<file path="src/rtl/mux_arbiter_if.sv">
// Bundle between the mux_arbiter, its two bit-serial requesters and the
// downstream consumer of the selected result bit.
interface mux_arbiter_if;
    // Requester side: a request is consumed in the cycle its ack is high.
    logic req_a;
    logic a;
    logic ack_a;
    logic req_b;
    logic b;
    logic ack_b;
    // Ownership and select status, registered in the arbiter.
    logic grant_a;
    logic grant_b;
    logic sel;
    // Consumer side: z transfers on a cycle with z_valid & z_ready both high.
    logic z;
    logic z_valid;
    logic z_ready;

    // Arbiter view.
    modport slave (
        input  req_a, a, req_b, b, z_ready,
        output ack_a, ack_b, grant_a, grant_b, sel, z, z_valid
    );

    // Requesters/consumer view.
    modport master (
        output req_a, a, req_b, b, z_ready,
        input  ack_a, ack_b, grant_a, grant_b, sel, z, z_valid
    );
endinterface

</file>
<file path="src/rtl/mux_arbiter.sv">
// Round-robin arbiter sharing one 2:1 select datapath z = (a & ~c) | (b & c)
// between requesters A and B, with a registered single-entry result slot.
//
// Handshakes: requester x presents a bit with req_x and must hold it stable
// until ack_x; ack_x is high in exactly the cycle the bit is consumed. The
// result slot follows valid/ready: z transfers when z_valid & z_ready, and a
// new result may be written in the same cycle the old one is accepted.
module mux_arbiter #(
    parameter int BURST = 4
) (
    input  logic          clk,
    input  logic          reset,
    mux_arbiter_if.slave  bus_io,
    output logic [1:0]    dbg_state_o
);
    localparam int CNT_W = $clog2(BURST + 1);

    typedef enum logic [1:0] {
        IDLE    = 2'd0,
        GRANT_A = 2'd1,
        GRANT_B = 2'd2
    } state_t;

    state_t             state_q, state_d;
    logic               last_b_q, last_b_d;   // 1: B was granted most recently
    logic [CNT_W-1:0]   cnt_q, cnt_d;         // beats taken in the current grant
    logic               grant_a_q, grant_b_q;
    logic               z_q, z_valid_q;

    logic               slot_free;
    logic               ack_a, ack_b, beat;
    logic               last_beat;
    logic               z_d;

    // A beat may be written when the slot is empty or being drained now.
    assign slot_free = !z_valid_q || bus_io.z_ready;
    assign ack_a     = grant_a_q & bus_io.req_a & slot_free;
    assign ack_b     = grant_b_q & bus_io.req_b & slot_free;
    assign beat      = ack_a | ack_b;
    assign last_beat = (cnt_q == CNT_W'(BURST - 1));

    // The single shared select datapath; the select is the registered grant_b.
    assign z_d = (bus_io.a & ~grant_b_q) | (bus_io.b & grant_b_q);

    // Next-state arbitration: round-robin on ties, burst limit, handover.
    always_comb begin
        state_d  = state_q;
        last_b_d = last_b_q;
        cnt_d    = cnt_q;
        case (state_q)
            IDLE: begin
                if (bus_io.req_a && (!bus_io.req_b || last_b_q)) begin
                    state_d  = GRANT_A;
                    last_b_d = 1'b0;
                    cnt_d    = '0;
                end else if (bus_io.req_b) begin
                    state_d  = GRANT_B;
                    last_b_d = 1'b1;
                    cnt_d    = '0;
                end
            end
            GRANT_A: begin
                if (!bus_io.req_a || (ack_a && last_beat)) begin
                    // Release: hand over if B waits, else restart A or idle.
                    cnt_d = '0;
                    if (bus_io.req_b) begin
                        state_d  = GRANT_B;
                        last_b_d = 1'b1;
                    end else if (!bus_io.req_a) begin
                        state_d = IDLE;
                    end
                end else if (ack_a) begin
                    cnt_d = cnt_q + 1'b1;
                end
            end
            GRANT_B: begin
                if (!bus_io.req_b || (ack_b && last_beat)) begin
                    cnt_d = '0;
                    if (bus_io.req_a) begin
                        state_d  = GRANT_A;
                        last_b_d = 1'b0;
                    end else if (!bus_io.req_b) begin
                        state_d = IDLE;
                    end
                end else if (ack_b) begin
                    cnt_d = cnt_q + 1'b1;
                end
            end
            default: begin
                state_d = IDLE;
                cnt_d   = '0;
            end
        endcase
    end

    // State, registered grant/select decode and the result slot.
    always_ff @(posedge clk or posedge reset) begin
        if (reset) begin
            state_q   <= IDLE;
            last_b_q  <= 1'b1;
            cnt_q     <= '0;
            grant_a_q <= 1'b0;
            grant_b_q <= 1'b0;
            z_q       <= 1'b0;
            z_valid_q <= 1'b0;
        end else begin
            state_q   <= state_d;
            last_b_q  <= last_b_d;
            cnt_q     <= cnt_d;
            grant_a_q <= (state_d == GRANT_A);
            grant_b_q <= (state_d == GRANT_B);
            if (beat) begin
                z_q       <= z_d;
                z_valid_q <= 1'b1;
            end else if (bus_io.z_ready) begin
                z_valid_q <= 1'b0;
            end
        end
    end

    assign bus_io.ack_a   = ack_a;
    assign bus_io.ack_b   = ack_b;
    assign bus_io.grant_a = grant_a_q;
    assign bus_io.grant_b = grant_b_q;
    assign bus_io.sel     = grant_b_q;
    assign bus_io.z       = z_q;
    assign bus_io.z_valid = z_valid_q;
    assign dbg_state_o    = state_q;
endmodule

</file>
<file path="src/flat_wrapper.sv">
// flat-port wrapper written by rule: the top's interface ports become plain ports
module mux_arbiter_flat 
#(
    parameter int BURST = 4
)
  (clk, reset, dbg_state_o, bus_io_req_a, bus_io_a, bus_io_req_b, bus_io_b, bus_io_z_ready, bus_io_ack_a, bus_io_ack_b, bus_io_grant_a, bus_io_grant_b, bus_io_sel, bus_io_z, bus_io_z_valid);
  mux_arbiter_if bus_io_i ();
  input  logic clk;
  input  logic reset;
  output logic [1:0] dbg_state_o;
  input wire logic [$bits(bus_io_i.req_a)-1:0] bus_io_req_a;
  input wire logic [$bits(bus_io_i.a)-1:0] bus_io_a;
  input wire logic [$bits(bus_io_i.req_b)-1:0] bus_io_req_b;
  input wire logic [$bits(bus_io_i.b)-1:0] bus_io_b;
  input wire logic [$bits(bus_io_i.z_ready)-1:0] bus_io_z_ready;
  output wire logic [$bits(bus_io_i.ack_a)-1:0] bus_io_ack_a;
  output wire logic [$bits(bus_io_i.ack_b)-1:0] bus_io_ack_b;
  output wire logic [$bits(bus_io_i.grant_a)-1:0] bus_io_grant_a;
  output wire logic [$bits(bus_io_i.grant_b)-1:0] bus_io_grant_b;
  output wire logic [$bits(bus_io_i.sel)-1:0] bus_io_sel;
  output wire logic [$bits(bus_io_i.z)-1:0] bus_io_z;
  output wire logic [$bits(bus_io_i.z_valid)-1:0] bus_io_z_valid;
  assign bus_io_i.req_a = bus_io_req_a;
  assign bus_io_i.a = bus_io_a;
  assign bus_io_i.req_b = bus_io_req_b;
  assign bus_io_i.b = bus_io_b;
  assign bus_io_i.z_ready = bus_io_z_ready;
  assign bus_io_ack_a = bus_io_i.ack_a;
  assign bus_io_ack_b = bus_io_i.ack_b;
  assign bus_io_grant_a = bus_io_i.grant_a;
  assign bus_io_grant_b = bus_io_i.grant_b;
  assign bus_io_sel = bus_io_i.sel;
  assign bus_io_z = bus_io_i.z;
  assign bus_io_z_valid = bus_io_i.z_valid;
  mux_arbiter #(.BURST(BURST)) u_core (.clk(clk), .reset(reset), .bus_io(bus_io_i), .dbg_state_o(dbg_state_o));
endmodule
</file>
<file path="config.mk">
export PLATFORM = sky130hd
export DESIGN_NAME = mux_arbiter_flat
export DESIGN_NICKNAME = d
export VERILOG_FILES = /design/src/rtl/mux_arbiter_if.sv /design/src/rtl/mux_arbiter.sv /design/src/flat_wrapper.sv
export SDC_FILE = /design/constraint.sdc
export NUM_CORES = 1
export LEC_CHECK = 0
export BUFFER_PORTS_ARGS = -buffer_cell sky130_fd_sc_hd__clkbuf_2
export CAP_MARGIN = 40
export CORE_MARGIN = 2
export CORE_UTILIZATION = 52
export DETAILED_ROUTE_END_ITERATION = 10
export GPL_TIMING_DRIVEN = 1
export PLACE_DENSITY = 0.77
export REMOVE_ABC_BUFFERS = 1
export SLEW_MARGIN = 15
export SYNTH_ARGS = -nofsm -noshare
export SYNTH_HDL_FRONTEND = slang
export SYNTH_SLANG_ARGS = --single-unit
</file>
<file path="constraint.sdc">
create_clock -name clk -period 2.45 [get_ports clk]
set_input_delay 0.735 -clock clk [delete_from_list [all_inputs] [get_ports clk]]
set_output_delay 0.735 -clock clk [all_outputs]
set_load 0.005 [all_outputs]
</file>
==> flow_metrics.py, run 1 <==
metrics = {
    "timing": {
        "fin_tns_setup_ns": 0,
        "fin_crit_sh_pct": 87.8,
        "drv_slew": 0,
        "min_period_ns": 2.15,
        "worstMarginPinSlew_ns": 0.401,
        "finalClockSkew_ns": 0.00590,
        "slew-limit-headroom_pct": 73.2,
        "hold_violations": 0,
        "finalSetupViolCount": 0,
        "rsz0062_at_grt": "no",
        "hold_slack_ns": 0.417,
        "fmax_mhz": 465,
    },
    "clock_network": {
        "cts_sinks": 10,
        "htree_levels": 1,
        "cts_hold_buf": 0,
        "worstSkewPairLatency_ns": 0.27,
        "cts.clk_slew.worst_paths_ns": 0.07,
        "cts_tree": "yes",
        "clockBufferDepth": 2,
        "cts_buffers": 3,
        "root_buffer": "clkbuf_4",
        "post-cts-setup-buffers": 0,
        "cts.repair.resized": 0,
    },
    "placed_design": {
        "gp_congestion": 0.919,
        "io_buffers": 15,
        "place_hpwl_um": 1270,
    },
    "die": {
        "num_rows": 13,
        "die_y_um": 42.3,
        "die_w_um": 42.3,
        "die_area_mm2": 0.00179,
        "core-area_mm2": 0.00133,
        "initial_core_util_pct": 57.0,
        "io_pins": 16,
    },
    "drt": {
        "first_pass_iters": 4,
        "num_vias": 682,
        "drt-total-wl_um": 1610,
        "routed_via_density": 5.98,
        "drtIter0Drc": 16,
        "drc_errors": 0,
        "wl_per_cell_um": 14.1,
        "postRouteAntennaNets": 0,
    },
    "critical_path": {
        "crit_type": "in2out",
        "required_ns": 1.71,
        "cp_max_fo": 6,
        "critPathArrivalTime_ns": 1.42,
        "startpoint_type": "input port",
        "crit_path_end_kind": "output port",
    },
    "final_layout": {
        "drive_above_1_share_pct": 27.3,
        "diodes": 0,
        "layout_commonest_cell": "clkbuf_2",
        "area_delta_synth_final_pct": 14.0,
        "layout_common_cells": "15 x clkbuf_2, 9 x dfrtp_1, 8 x nand2_1, 8 x inv_1, 6 x ha_1",
        "fin_nets": 113,
    },
    "job": {
        "drv_cap": 0,
    },
    "grt": {
        "grt.overflow.total": 0,
        "first_global_vias": 645,
        "antenna_found_initial": 0,
        "grt_max_degree": 13,
        "grt_use_total_pct": 20.2,
        "grt_pass1_wl_um": 2810,
    },
    "power_and_ir_drop": {
        "ir_worst_vdd_mv": 0.564,
        "fin_total_pwr_w": 0.000903,
        "p_per_area_mw_per_mm2": 1040,
        "leakage_nw": 0.433,
    },
    "outcome": {
        "status": "finished clean",
    },
    "worst_hold_path": {
        "hp-class": "in2async",
    },
    "logic_synthesis": {
        "synth_cell_types": 36,
        "synth.yosys.seq_area_share_pct": 33.1,
        "yosys_warnings": 0,
        "synth-seq-cells": 10,
        "synthCells": 83,
        "syn_area_um2": 761,
        "syn_area_per_cell_um2": 9.17,
    },
}
==> layout make-up <==
type,count,area [µm²]
Clock buffer,4,36.3
Fill cell,118,467
Inverter,9,36.3
Multi-Input combinational cell,61,449
Sequential cell,10,251
Tap cell,15,18.8
Timing Repair Buffer,15,75.1
==> registers in the layout, summed over array words and instances, names as in the netlist <==
| name | cells |
|---|---|
| u_core.bus_io.grant_a | 1 |
| u_core.bus_io.grant_b | 1 |
| u_core.bus_io.z | 1 |
| u_core.bus_io.z_valid | 1 |
| u_core.cnt_q | 3 |
| u_core.dbg_state_o | 2 |
| u_core.last_b_q | 1 |
==> critical path, stage by stage <==
cell and delay, ns:
clkbuf_2 0.09, nor2b_1 0.33, nor2_1 0.13, clkbuf_2 0.14
==> final timing paths <==
check                                            from         endpoint  slack, ns  cells after the start
worst max-delay path                   bus_io_z_ready     bus_io_ack_b       0.30                      4
worst min-delay path                            reset  u_core.bus_io.z       0.42                      2
worst max register to register  u_core.dbg_state_o[0]  u_core.cnt_q[0]       0.55                      5
worst min register to register        u_core.cnt_q[2]  u_core.cnt_q[2]       0.52                      2
max in group asynchronous                       reset  u_core.last_b_q       1.72                      2
min in group clk                      u_core.cnt_q[2]  u_core.cnt_q[2]       0.52                      2
==> cells in the mapped netlist (all sizes together) <==
master	number	area, µm²
a211oi	2	15.0
a21oi	4	20.0
a221oi	1	15.0
a22o	1	8.76
a311oi	1	15.0
a31oi	2	12.5
a41oi	2	17.5
and2	2	12.5
and2b	1	7.51
and3	1	6.26
buf	3	23.8
dfrtp	9	225
dfstp	1	26.3
ha	6	75.1
inv	9	36.3
mux2	1	11.3
mux2i	2	20.0
nand2	8	30.0
nand2b	2	12.5
nand3	4	20.0
nor2	4	15.0
nor2b	1	6.26
nor3	2	10.0
nor3b	2	20.0
nor4	1	6.26
o21ai	3	15.0
o21bai	1	7.51
o221ai	1	8.76
o31ai	3	22.5
o41ai	1	16.3
or3	2	22.5
==> kinds of logic (layout without fill, tap and decap cells) <==
| family | after synthesis | after routing | synth area share (%) |
|---|---|---|---|
| compound gates | 22 | 22 | 22.9 |
| fa+ha+maj | 6 | 6 | 9.87 |
| buf+inv | 12 | 28 | 7.90 |
| flops | 10 | 10 | 33.1 |
| mux | 3 | 3 | 4.11 |
| simple gates | 30 | 30 | 22.2 |
==> stage by stage <==
stage | setup WS, ns | util, % | std cells | cell area (µm²)
global placement | 0.348 | 62.3 | 110 | 831
detailed placement | 0.322 | 62.3 | 110 | 831
global route | 0.205 | 65.0 | 114 | 867
CTS | 0.311 | 65.0 | 114 | 867
floorplan | 0.574 | - | 80 | 737
finish | 0.298 | 65.0 | 114 | 867
==> report_power, final <==
| group | total, W | switching, W | internal [W] |
|---|---|---|---|
| registers | 0.000305 | 0.0000727 | 0.000232 |
| clock network | 0.000148 | 0.0000581 | 0.0000903 |
| logic | 0.000449 | 0.000247 | 0.000202 |
==> layer usage <==
metal,global-route usage (%),vias to the layer above,share of wire [%]
met3,4.31,2,5.4
met1,28.2,324,46
met4,3.75,0,0.62
met2,32.3,22,48
met5,0,-,0
li1,-,334,-
No activity file was read; power rests on OpenSTA's default activity.
==> run 2, diff against run 1 <==
--- a/config.mk
+++ b/config.mk
@@ -5,6 +5,7 @@
 export SDC_FILE = /design/constraint.sdc
 export NUM_CORES = 1
 export LEC_CHECK = 0
+export ABC_CLOCK_PERIOD_IN_PS = 2400
 export BUFFER_PORTS_ARGS = -buffer_cell sky130_fd_sc_hd__clkbuf_2
 export CAP_MARGIN = 40
 export CORE_MARGIN = 2
@@ -12,6 +13,7 @@
 export DETAILED_ROUTE_END_ITERATION = 10
 export GPL_TIMING_DRIVEN = 1
 export PLACE_DENSITY = 0.77
+export RECOVER_POWER = 25
 export REMOVE_ABC_BUFFERS = 1
 export SLEW_MARGIN = 15
 export SYNTH_ARGS = -nofsm -noshare
==> constraint.sdc (replaced) <==
create_clock -name clk -period 2.4 [get_ports clk]
set_input_delay 0.72 -clock clk [delete_from_list [all_inputs] [get_ports clk]]
set_output_delay 0.72 -clock clk [all_outputs]
set_load 0.005 [all_outputs]
==> flow_metrics.py, run 2 (synthesized netlist as in run 1, its figures left out) <==
metrics = {
    "critical_path": {
        "crit_path_end_kind": "output port",
        "cp_slowest_stage_delay_ns": 0.20,
        "cp_top_family": "simple AND/OR/NAND/NOR gates",
        "startpoint_type": "input port",
        "slowest_stage": "nand2b_1",
        "crit_chain": "clkbuf_2, nand2b_1, nand3_1, inv_1, clkbuf_2",
        "path_buf_inv": 3,
        "required_ns": 1.68,
        "crit_type": "in2out",
        "cp_max_fo": 6,
        "path_common_cell": "clkbuf_2",
        "critPathArrivalTime_ns": 1.38,
    },
    "clock_network": {
        "cts_hold_buf": 0,
        "cts.repair.resized": 0,
        "clockBufferDepth": 2,
        "htree_levels": 1,
        "worstSkewPairLatency_ns": 0.27,
        "cts_buffers": 3,
        "post-cts-setup-buffers": 0,
        "root_buffer": "clkbuf_4",
        "cts_tree": "yes",
        "cts.clk_slew.worst_paths_ns": 0.07,
        "cts_sinks": 10,
    },
    "final_layout": {
        "top_register": "u_core.cnt_q",
        "layout_commonest_cell": "clkbuf_2",
        "drive_above_1_share_pct": 26.3,
        "layout_common_cells": "15 x clkbuf_2, 9 x dfrtp_1, 8 x nand2_1, 8 x inv_1, 6 x ha_1",
        "fillCellCount": 114,
        "area_delta_synth_final_pct": 12.7,
        "diodes": 0,
        "fin_nets": 113,
        "seq_area_um2": 251,
        "largest_register_ffs": 3,
        "multi_input_area_um2": 449,
    },
    "power_and_ir_drop": {
        "leakage_nw": 0.427,
        "p_switching_w": 0.000390,
        "ir_worst_vdd_mv": 0.631,
        "p_per_area_mw_per_mm2": 1050,
        "power.share.clock_pct": 14.7,
        "sequentialPowerShare_pct": 34.7,
        "power.internal_w": 0.000507,
        "p_comb_share_pct": 50.6,
        "switching_share_pct": 43.4,
    },
    "timing": {
        "fin_tns_setup_ns": 0,
        "fmax_mhz": 475,
        "worst_slack_ns": 0.297,
        "worstMarginPinSlew_ns": 0.399,
        "slew-limit-headroom_pct": 73.4,
        "drv_slew": 0,
        "finalClockSkew_ns": 0.000508,
        "fin_crit_sh_pct": 87.6,
        "finalSetupViolCount": 0,
        "hold_violations": 0,
        "min_period_ns": 2.10,
        "rsz0062_at_grt": "no",
    },
    "job": {
        "drv_cap": 0,
    },
    "grt": {
        "antenna_found_initial": 0,
        "first_global_vias": 651,
        "grt_use_total_pct": 20.6,
        "grt_pass1_wl_um": 2820,
        "grt.overflow.total": 0,
        "grt_max_degree": 13,
    },
    "placed_design": {
        "place_ws_ns": 0.301,
        "place_hpwl_um": 1250,
        "io_buffers": 15,
        "gp_congestion": 0.932,
    },
    "worst_hold_path": {
        "hp-class": "in2async",
    },
    "drt": {
        "drt-total-wl_um": 1590,
        "first_pass_iters": 4,
        "wl_per_cell_um": 13.9,
        "routed_via_density": 6.01,
        "drc_errors": 0,
        "postRouteAntennaNets": 0,
        "num_vias": 685,
        "drtIter0Drc": 12,
    },
    "die": {
        "die_area_mm2": 0.00179,
        "initial_core_util_pct": 57.0,
        "io_pins": 16,
        "core-area_mm2": 0.00133,
        "num_rows": 13,
        "die_w_um": 42.3,
        "die_y_um": 42.3,
    },
    "outcome": {
        "status": "finished clean",
    },
}
[run 2: final timing paths]
kind	from	to	slack, ns	cells after the start
worst max-delay path	bus_io_z_ready	bus_io_ack_a	0.30	5
worst min-delay path	reset	u_core.bus_io.z	0.40	2
worst max register to register	u_core.dbg_state_o[0]	u_core.cnt_q[0]	0.49	5
worst min register to register	u_core.cnt_q[2]	u_core.cnt_q[2]	0.52	2
max in group asynchronous	reset	u_core.last_b_q	1.69	2
min in group clk	u_core.cnt_q[2]	u_core.cnt_q[2]	0.52	2
[run 2: layout make-up]
| type | count | share of cell area [%] |
|---|---|---|
| tap | 15 | 2.19 |
| inverter | 9 | 4.23 |
| timing repair buffer | 15 | 8.76 |
| multi-input combinational | 61 | 52.4 |
| sequential | 10 | 29.3 |
| clock buffer | 4 | 3.07 |
[run 2: power by group through the flow]
stage	registers (W)	clock network, W	logic, W
CTS	0.000310	0.000135	0.000456
detailed placement	0.000313	0	0.000454
floorplan	0.000300	0	0.000322
global route	0.000321	0.000139	0.000514
global placement	0.000309	0	0.000445
finish	0.000312	0.000131	0.000454
[run 2: layer usage]
layer	global-route usage [%]	up-vias	part of all wire, %
met4	8.75	0	1.3
li1	-	333	-
met3	2.59	2	6.6
met1	28.9	323	46
met2	31.7	27	46
met5	0	-	0
[run 2: stage by stage]
stage / area [µm²] / std cells / utilization, % / total power, W / hold slack, ns
floorplan: 737 / 80 / - / 0.000622 / 0.470
global placement: 831 / 110 / 62.3 / 0.000753 / 0.499
detailed placement: 831 / 110 / 62.3 / 0.000766 / 0.510
CTS: 857 / 114 / 64.3 / 0.000900 / 0.403
global route: 857 / 114 / 64.3 / 0.000974 / 0.449
finish: 857 / 114 / 64.3 / 0.000897 / 0.395
[run 2: worst reg2reg max path, stage by stage (launching register included)]
cell     delay, ns
dfrtp_1       0.48
inv_1         0.11
ha_1          0.28
and3_1        0.23
or3_4         0.39
mux2_1        0.31
==> run 3, diff against run 2 <==
--- a/config.mk
+++ b/config.mk
@@ -10,11 +10,11 @@
 export CAP_MARGIN = 40
 export CORE_MARGIN = 2
 export CORE_UTILIZATION = 52
+export CTS_CLUSTER_SIZE = 28
 export DETAILED_ROUTE_END_ITERATION = 10
 export GPL_TIMING_DRIVEN = 1
 export PLACE_DENSITY = 0.77
 export RECOVER_POWER = 25
-export REMOVE_ABC_BUFFERS = 1
 export SLEW_MARGIN = 15
 export SYNTH_ARGS = -nofsm -noshare
 export SYNTH_HDL_FRONTEND = slang
==> flow_metrics.py, run 3 (synthesized netlist as in run 1, its figures left out) <==
metrics = {
    "timing": {
        "min_period_ns": 2.12,
        "fmax_mhz": 473,
        "fin_crit_sh_pct": 88.1,
        "finalClockSkew_ns": 0.00132,
        "worstMarginPinSlew_ns": 0.404,
        "hold_violations": 0,
        "slew-limit-headroom_pct": 73.0,
        "drv_slew": 0,
        "rsz0062_at_grt": "no",
        "finalSetupViolCount": 0,
        "fin_tns_setup_ns": 0,
        "hold_slack_ns": 0.389,
    },
    "critical_path": {
        "cp_top_family": "simple AND/OR/NAND/NOR gates",
        "crit_type": "in2out",
        "path_buf_inv": 3,
        "path_common_cell": "clkbuf_2",
        "crit_chain": "clkbuf_2, nand2b_1, nand3_1, inv_1, clkbuf_2",
        "cp_slowest_stage_delay_ns": 0.19,
        "startpoint_type": "input port",
        "cp_max_fo": 6,
        "crit_path_end_kind": "output port",
        "slowest_stage": "nand2b_1",
        "critPathArrivalTime_ns": 1.40,
        "required_ns": 1.68,
    },
    "drt": {
        "first_pass_iters": 4,
        "drtIter0Drc": 11,
        "drc_errors": 0,
        "drt-total-wl_um": 1600,
        "num_vias": 674,
        "routed_via_density": 5.91,
        "wl_per_cell_um": 14.0,
        "postRouteAntennaNets": 0,
    },
    "clock_network": {
        "cts_tree": "yes",
        "htree_levels": 1,
        "clockBufferDepth": 2,
        "worstSkewPairLatency_ns": 0.27,
        "cts.repair.resized": 0,
        "post-cts-setup-buffers": 0,
        "cts_sinks": 10,
        "cts_hold_buf": 0,
        "cts_buffers": 3,
        "root_buffer": "clkbuf_4",
        "cts.clk_slew.worst_paths_ns": 0.07,
    },
    "die": {
        "core-area_mm2": 0.00133,
        "num_rows": 13,
        "die_y_um": 42.3,
        "initial_core_util_pct": 57.0,
        "die_w_um": 42.3,
        "io_pins": 16,
        "die_area_mm2": 0.00179,
    },
    "job": {
        "drv_cap": 0,
    },
    "grt": {
        "grt_use_total_pct": 20.5,
        "antenna_found_initial": 0,
        "grt.overflow.total": 0,
        "grt_pass1_wl_um": 2800,
        "grt_max_degree": 13,
        "first_global_vias": 622,
    },
    "final_layout": {
        "fin_nets": 113,
        "multi_input_area_um2": 449,
        "drive_above_1_share_pct": 26.3,
        "utilization_pct": 64.3,
        "fillCellCount": 115,
        "layout_commonest_cell": "clkbuf_2",
        "largest_register_ffs": 3,
        "area_delta_synth_final_pct": 12.7,
        "layout_common_cells": "15 x clkbuf_2, 9 x dfrtp_1, 8 x nand2_1, 8 x inv_1, 6 x ha_1",
        "seq_area_um2": 251,
        "top_register": "u_core.cnt_q",
        "diodes": 0,
    },
    "placed_design": {
        "gp_congestion": 0.950,
        "io_buffers": 15,
        "place_hpwl_um": 1230,
    },
    "worst_hold_path": {
        "hp-class": "in2async",
    },
    "power_and_ir_drop": {
        "ir_worst_vdd_mv": 0.555,
        "leakage_nw": 0.427,
        "p_per_area_mw_per_mm2": 1040,
    },
    "logic_synthesis": {
        "synth.net_count": 96,
    },
    "outcome": {
        "status": "finished clean",
    },
}
-- run 3: cell counts in the layout (fill, tap and decap cells not counted) --
No cell type changed its count.
-- run 3: stage by stage --
step	area (µm²)	setup slack [ns]	total power [W]	cells
after floorplan	761	0.554	0.000635	83
after global placement	831	0.329	0.000754	110
after detailed placement	831	0.295	0.000761	110
after CTS	857	0.288	0.000888	114
after global routing	857	0.232	0.000963	114
final	857	0.285	0.000890	114
-- run 3: power by group --
group / switching, W / internal (W) / total (W)
sequential: 0.0000734 / 0.000237 / 0.000311
combinational: 0.000246 / 0.000205 / 0.000451
clock: 0.0000642 / 0.0000645 / 0.000129
-- run 3: cell type report --
cell class	count	share of cell area, %
clock buffers	4	3.07
inverters	9	4.23
multi-input cells	61	52.4
flip-flops and latches	10	29.3
well taps	15	2.19
repair buffers	15	8.76
-- run 3: final timing paths --
| check | endpoint | cells after the start | startpoint | slack (ns) |
|---|---|---|---|---|
| min in group clk | u_core.cnt_q[2] | 2 | u_core.cnt_q[2] | 0.52 |
| max | bus_io_ack_a | 5 | bus_io_z_ready | 0.28 |
| min reg2reg | u_core.cnt_q[2] | 2 | u_core.cnt_q[2] | 0.52 |
| max in group asynchronous | u_core.last_b_q | 2 | reset | 1.70 |
| max reg2reg | u_core.cnt_q[0] | 5 | u_core.dbg_state_o[0] | 0.51 |
| min | u_core.bus_io.z | 2 | reset | 0.39 |
-- run 3: metal layers --
metal  wire (µm)  GRT usage (%)  share of wire [%]  vias to the layer above
met5           0              0                  0                        -
met4          30           9.38                1.9                        0
met3         101           4.31                6.3                        4
met2         704           31.1                 44                       21
met1         764           27.9                 48                      312
li1            -              -                  -                      337
